`src/rtl/parameterized_univ_reg.sv`:
```
// Clocked w-bit universal register: sync set/clear, gate, load/shift/rotate/invert/increment,
// change-detect and saturating load count. Define UNIV_REG_PARITY_EN to add registered parity output par.
module parameterized_univ_reg #(
  parameter int w  = 4,
  parameter int CW = 8
) (
  input  logic          clk,
  input  logic          rst_n,
  input  logic          sclr,
  input  logic          sset,
  input  logic          gate,
  input  logic [2:0]    mode,
  input  logic          sin,
  input  logic [w-1:0]  d,
  output logic [w-1:0]  q,
  output logic          sout,
  output logic          chg,
`ifdef UNIV_REG_PARITY_EN
  output logic          par,
`endif
  output logic [CW-1:0] lcnt
);

  typedef enum logic [2:0] {
    MODE_HOLD = 3'd0,
    MODE_LOAD = 3'd1,
    MODE_SHL  = 3'd2,
    MODE_SHR  = 3'd3,
    MODE_ROL  = 3'd4,
    MODE_ROR  = 3'd5,
    MODE_INV  = 3'd6,
    MODE_INC  = 3'd7
  } mode_e;

  mode_e         mode_sel;
  logic [w-1:0]  q_q, q_d;
  logic          sout_q, sout_d;
  logic          chg_q, chg_d;
  logic [CW-1:0] lcnt_q, lcnt_d;

  assign mode_sel = mode_e'(mode);

  always_comb begin
    q_d    = q_q;
    sout_d = sout_q;
    lcnt_d = lcnt_q;
    if (sclr) begin
      q_d    = '0;
      lcnt_d = '0;
    end else if (sset) begin
      q_d = '1;
    end else if (gate) begin
      case (mode_sel)
        MODE_HOLD: q_d = q_q;
        MODE_LOAD: begin
          q_d = d;
          // Saturate rather than wrap so a full count stays pinned at all ones.
          if (lcnt_q != '1) lcnt_d = lcnt_q + 1'b1;
        end
        MODE_SHL: begin
          q_d    = {q_q[w-2:0], sin};
          sout_d = q_q[w-1];
        end
        MODE_SHR: begin
          q_d    = {sin, q_q[w-1:1]};
          sout_d = q_q[0];
        end
        MODE_ROL:  q_d = {q_q[w-2:0], q_q[w-1]};
        MODE_ROR:  q_d = {q_q[0], q_q[w-1:1]};
        MODE_INV:  q_d = ~q_q;
        MODE_INC:  q_d = q_q + 1'b1;
        default:   q_d = q_q;
      endcase
    end
    chg_d = (q_d != q_q);
  end

  always_ff @(posedge clk) begin
    if (!rst_n) begin
      q_q    <= '0;
      sout_q <= 1'b0;
      chg_q  <= 1'b0;
      lcnt_q <= '0;
    end else begin
      q_q    <= q_d;
      sout_q <= sout_d;
      chg_q  <= chg_d;
      lcnt_q <= lcnt_d;
    end
  end

  assign q    = q_q;
  assign sout = sout_q;
  assign chg  = chg_q;
  assign lcnt = lcnt_q;

`ifdef UNIV_REG_PARITY_EN
  logic par_q;

  always_ff @(posedge clk) begin
    if (!rst_n) par_q <= 1'b0;
    else        par_q <= ^q_d;
  end

  assign par = par_q;
`endif

endmodule

```
`config.mk`:
```
export PLATFORM = sky130hd
export DESIGN_NAME = parameterized_univ_reg
export DESIGN_NICKNAME = d
export VERILOG_FILES = /design/src/rtl/parameterized_univ_reg.sv
export SDC_FILE = /design/constraint.sdc
export NUM_CORES = 1
export LEC_CHECK = 0
export CORE_MARGIN = 1.5
export CORE_UTILIZATION = 49
export DETAILED_ROUTE_END_ITERATION = 10
export GPL_TIMING_DRIVEN = 0
export PLACE_DENSITY = 0.76
export SYNTH_ARGS = -nofsm -noshare
export SYNTH_HDL_FRONTEND = slang
export SYNTH_SLANG_ARGS = --single-unit
```
`constraint.sdc`:
```
create_clock -name clk -period 2.5 [get_ports clk]
set_clock_uncertainty 0.2 [all_clocks]
set_input_delay 0.75 -clock clk [delete_from_list [all_inputs] [get_ports clk]]
set_output_delay 0.75 -clock clk [all_outputs]
set_load 0.005 [all_outputs]
```
==> results.yml <==
floorplanning:
  std_cell_rows: 17
  core_area_sq_um: 2233
  ios: 27
  dieWidth_microns: 51.71
  start_util_pct: 52.04
  chipHeight_microns: 51.71
  die_area_sq_um: 2673
critical_path:
  path_delay_family: "simple AND/OR/NAND/NOR gates"
  crit_type: "in2reg"
  crit_path_cell_trace: "clkdlybuf4s50_1, nor2b_4, o211a_4, nand4_1, or3_1, a21oi_1"
  required_ns: 2.51
  crit_path_max_fanout: 6
  r2r_start: "q[1]$_SDFF_PN0_"
  worstPathArrival_ns: 2.46
  end_kind: "register"
  cpPeakStageDelay_ns: 0.59
  startpoint: "gate"
  critPathLaunchType: "input port"
  cpMaxStageDelayCell: "clkdlybuf4s50_1"
  path_buf_inv: 1
cells_and_area:
  final_cells: 198
  finalNetCount: 186
  antenna_cells: 0
  area_delta_synth_final_pct: 30.79
  final_area_sq_um: 1520
  drive_above_1_share_pct: 15.88
logic_synthesis:
  synth_top_area_share_pct: 24.11
  synth-main-ff-cell: "dfxtp_1"
  synth_cell_type_count: 50
  yosys.area.top_type: "dfxtp_1"
  ys_ff_latch: 14
  netlist_area_sq_um: 1162
  syn-instance-count: 139
  yosysWarnings: 0
  synth.top_cells.by_area: "dfxtp_1 (24%), mux2i_1 (7.8%), buf_6 (3.9%)"
  ys_seq_area_share_pct: 24.11
  synth-edff-count: 0
  syn-num-nets: 154
  synth_area_per_cell_sq_um: 8.362
  ys_async_sr_fraction_pct: 0
detailed_routing:
  ant_nets: 0
  drt_iter0_markers: 31
  vias: 1168
  firstDrtPassIters: 4
  drc: 0
  via_per_inst: 5.899
  totalWireLength_microns: 2864
  wire_per_inst_microns: 14.46
power_and_ir_drop:
  irDropWorstVdd_mv: 0.2734
  finalPower_uw: 550.3
  power_leakage_uw: 0.0005857
  powerDensity_nw_per_um2: 362.0
clock_network:
  cts_buffer_depth: 2
  hold_buffers: 0
  cts_sinks: 14
  path_clk_slew_ns: 0.08
  clock_latency_ns: 0.28
  cts_tree: "done"
  cts_buffers: 3
  htree_levels: 1
  cts-root-buf: "clkbuf_4"
grt:
  antenna_found_initial: 0
  grt_max_degree: 11
  grt_usage_pct: 23.38
  overflow: 0
  grt_pass1_wl_microns: 4843
  grt_pass1_vias: 1121
placement:
  io_buffer_count: 25
  place_inst: 192
  dpl-instance-area_sq_um: 1448
  dp_hpwl_microns: 2076
  place.gp.congestion: 0.8919
  preCtsSetupSlack_ns: -0.5826
run_status:
  status: "complete, no violations"
timing:
  drv_slew: 0
  relSlewSlack_pct: 69.80
  worst_pin_slew_ns: 0.4530
  finalCritPeriodShare_pct: 97.84
  fmax_mhz: 408.8
  period_minus_slack_ns: 2.446
  final.setup.worst_slack_ns: 0.05405
  setup_tns_ns: 0
  setup_viol: 0
  hold_violations: 0
min_path:
  hp-class: "reg2reg"
  hp-start: "lcnt[7]$_SDFFE_PP0P_"
job:
  cap_viol_max_count: 0
per-stage QoR:
step	hold slack (ns)	utilization, %
after floorplan	0.2871	-
after global placement	0.2887	64.82
after detailed placement	0.3076	64.82
after CTS	0.3221	67.90
after global routing	0.3678	68.07
final	0.3258	68.07
synthesized netlist by cell type (2+ instances only):
cell type,count
o211ai_1,2
o22ai_1,2
or3_1,4
dfxtp_1,14
o32ai_1,2
nor2b_1,3
a211o_1,2
xor2_1,4
mux2i_1,9
a2111oi_0,2
o21ai_0,4
mux2_2,2
xnor2_1,2
nand2b_1,6
and3_1,3
a31oi_1,2
nor4_1,2
nor4b_1,2
buf_2,5
nand4_1,5
ha_1,2
inv_1,2
nor2_1,11
a21oi_1,5
buf_6,4
clkbuf_1,2
nor3_1,3
nand2_1,11
tightest hold or removal path: cells and delay by family, from the launching register on:
kind               cells  cell delay [ns]
DFF                    1             0.35
AOI/OAI and AO/OA      2             0.14
layout by cell type (no fill, tap or decap), types with 3 or more instances in the layout:
cell              n
or3_1             4
a21oi_1           5
buf_4             3
nor2_1           11
clkbuf_4          3
clkdlybuf4s50_1  22
xor2_1            4
nor3_1            3
mux2i_1           9
o21ai_0           4
buf_6             4
nand4_1           5
buf_2             4
nand2b_1          6
and3_1            3
dfxtp_1          14
nand2_1          11
registers in the layout, indices dropped and copies added (netlist names):
register,flops
sout,1
q,4
lcnt,8
chg,1
repair_timing:
action,4_1_cts,5_1_grt
setup buffers,1,1
pin swaps,3,5
setup endpoints to repair,3,4
resized for setup,10,4
final timing paths:
kind	slack, ns	endpoint	cells after the start
min	0.33	lcnt[7]$_SDFFE_PP0P_	2
max reg2reg	0.35	chg$_SDFF_PN0_	6
max	0.05	lcnt[7]$_SDFFE_PP0P_	6
min reg2reg	0.33	lcnt[7]$_SDFFE_PP0P_	2
power by group:
group / internal, uW / leakage (uW) / switching (uW)
Sequential: 229 / 0.000114 / 4.15
Combinational: 76.4 / 0.000451 / 77.8
Clock: 88.6 / 0.0000210 / 74.7
Total: 394 / 0.000586 / 157
kinds of logic after synthesis:
logic type                 synth area share, %
DFF                                      24.11
xor gates and xnor gates                 4.521
buffers and inverters                    7.320
and+or+nand+nor                          29.71
muxes                                    9.688
AOI/OAI and AO/OA                        22.50
adders and majority gates                2.153
final cells by class:
cell class | count | area (sq um)
plain buffers | 11 | 80.08
clock buffers | 4 | 36.28
fillers | 195 | 713.2
inverters | 2 | 7.507
multi-input cells | 112 | 827.0
flip-flops and latches | 14 | 280.3
well taps | 28 | 35.03
repair buffers | 27 | 254.0
per-layer routing:
metal | vias up | track usage (%) | share of wire [%]
li1 | 583 | - | -
met1 | 540 | 30.12 | 47
met2 | 43 | 41.88 | 46
met3 | 2 | 2.874 | 6.0
met4 | 0 | 4.386 | 0.35
met5 | - | 0 | 0
Note: power is estimated with default switching activity, not from simulation.
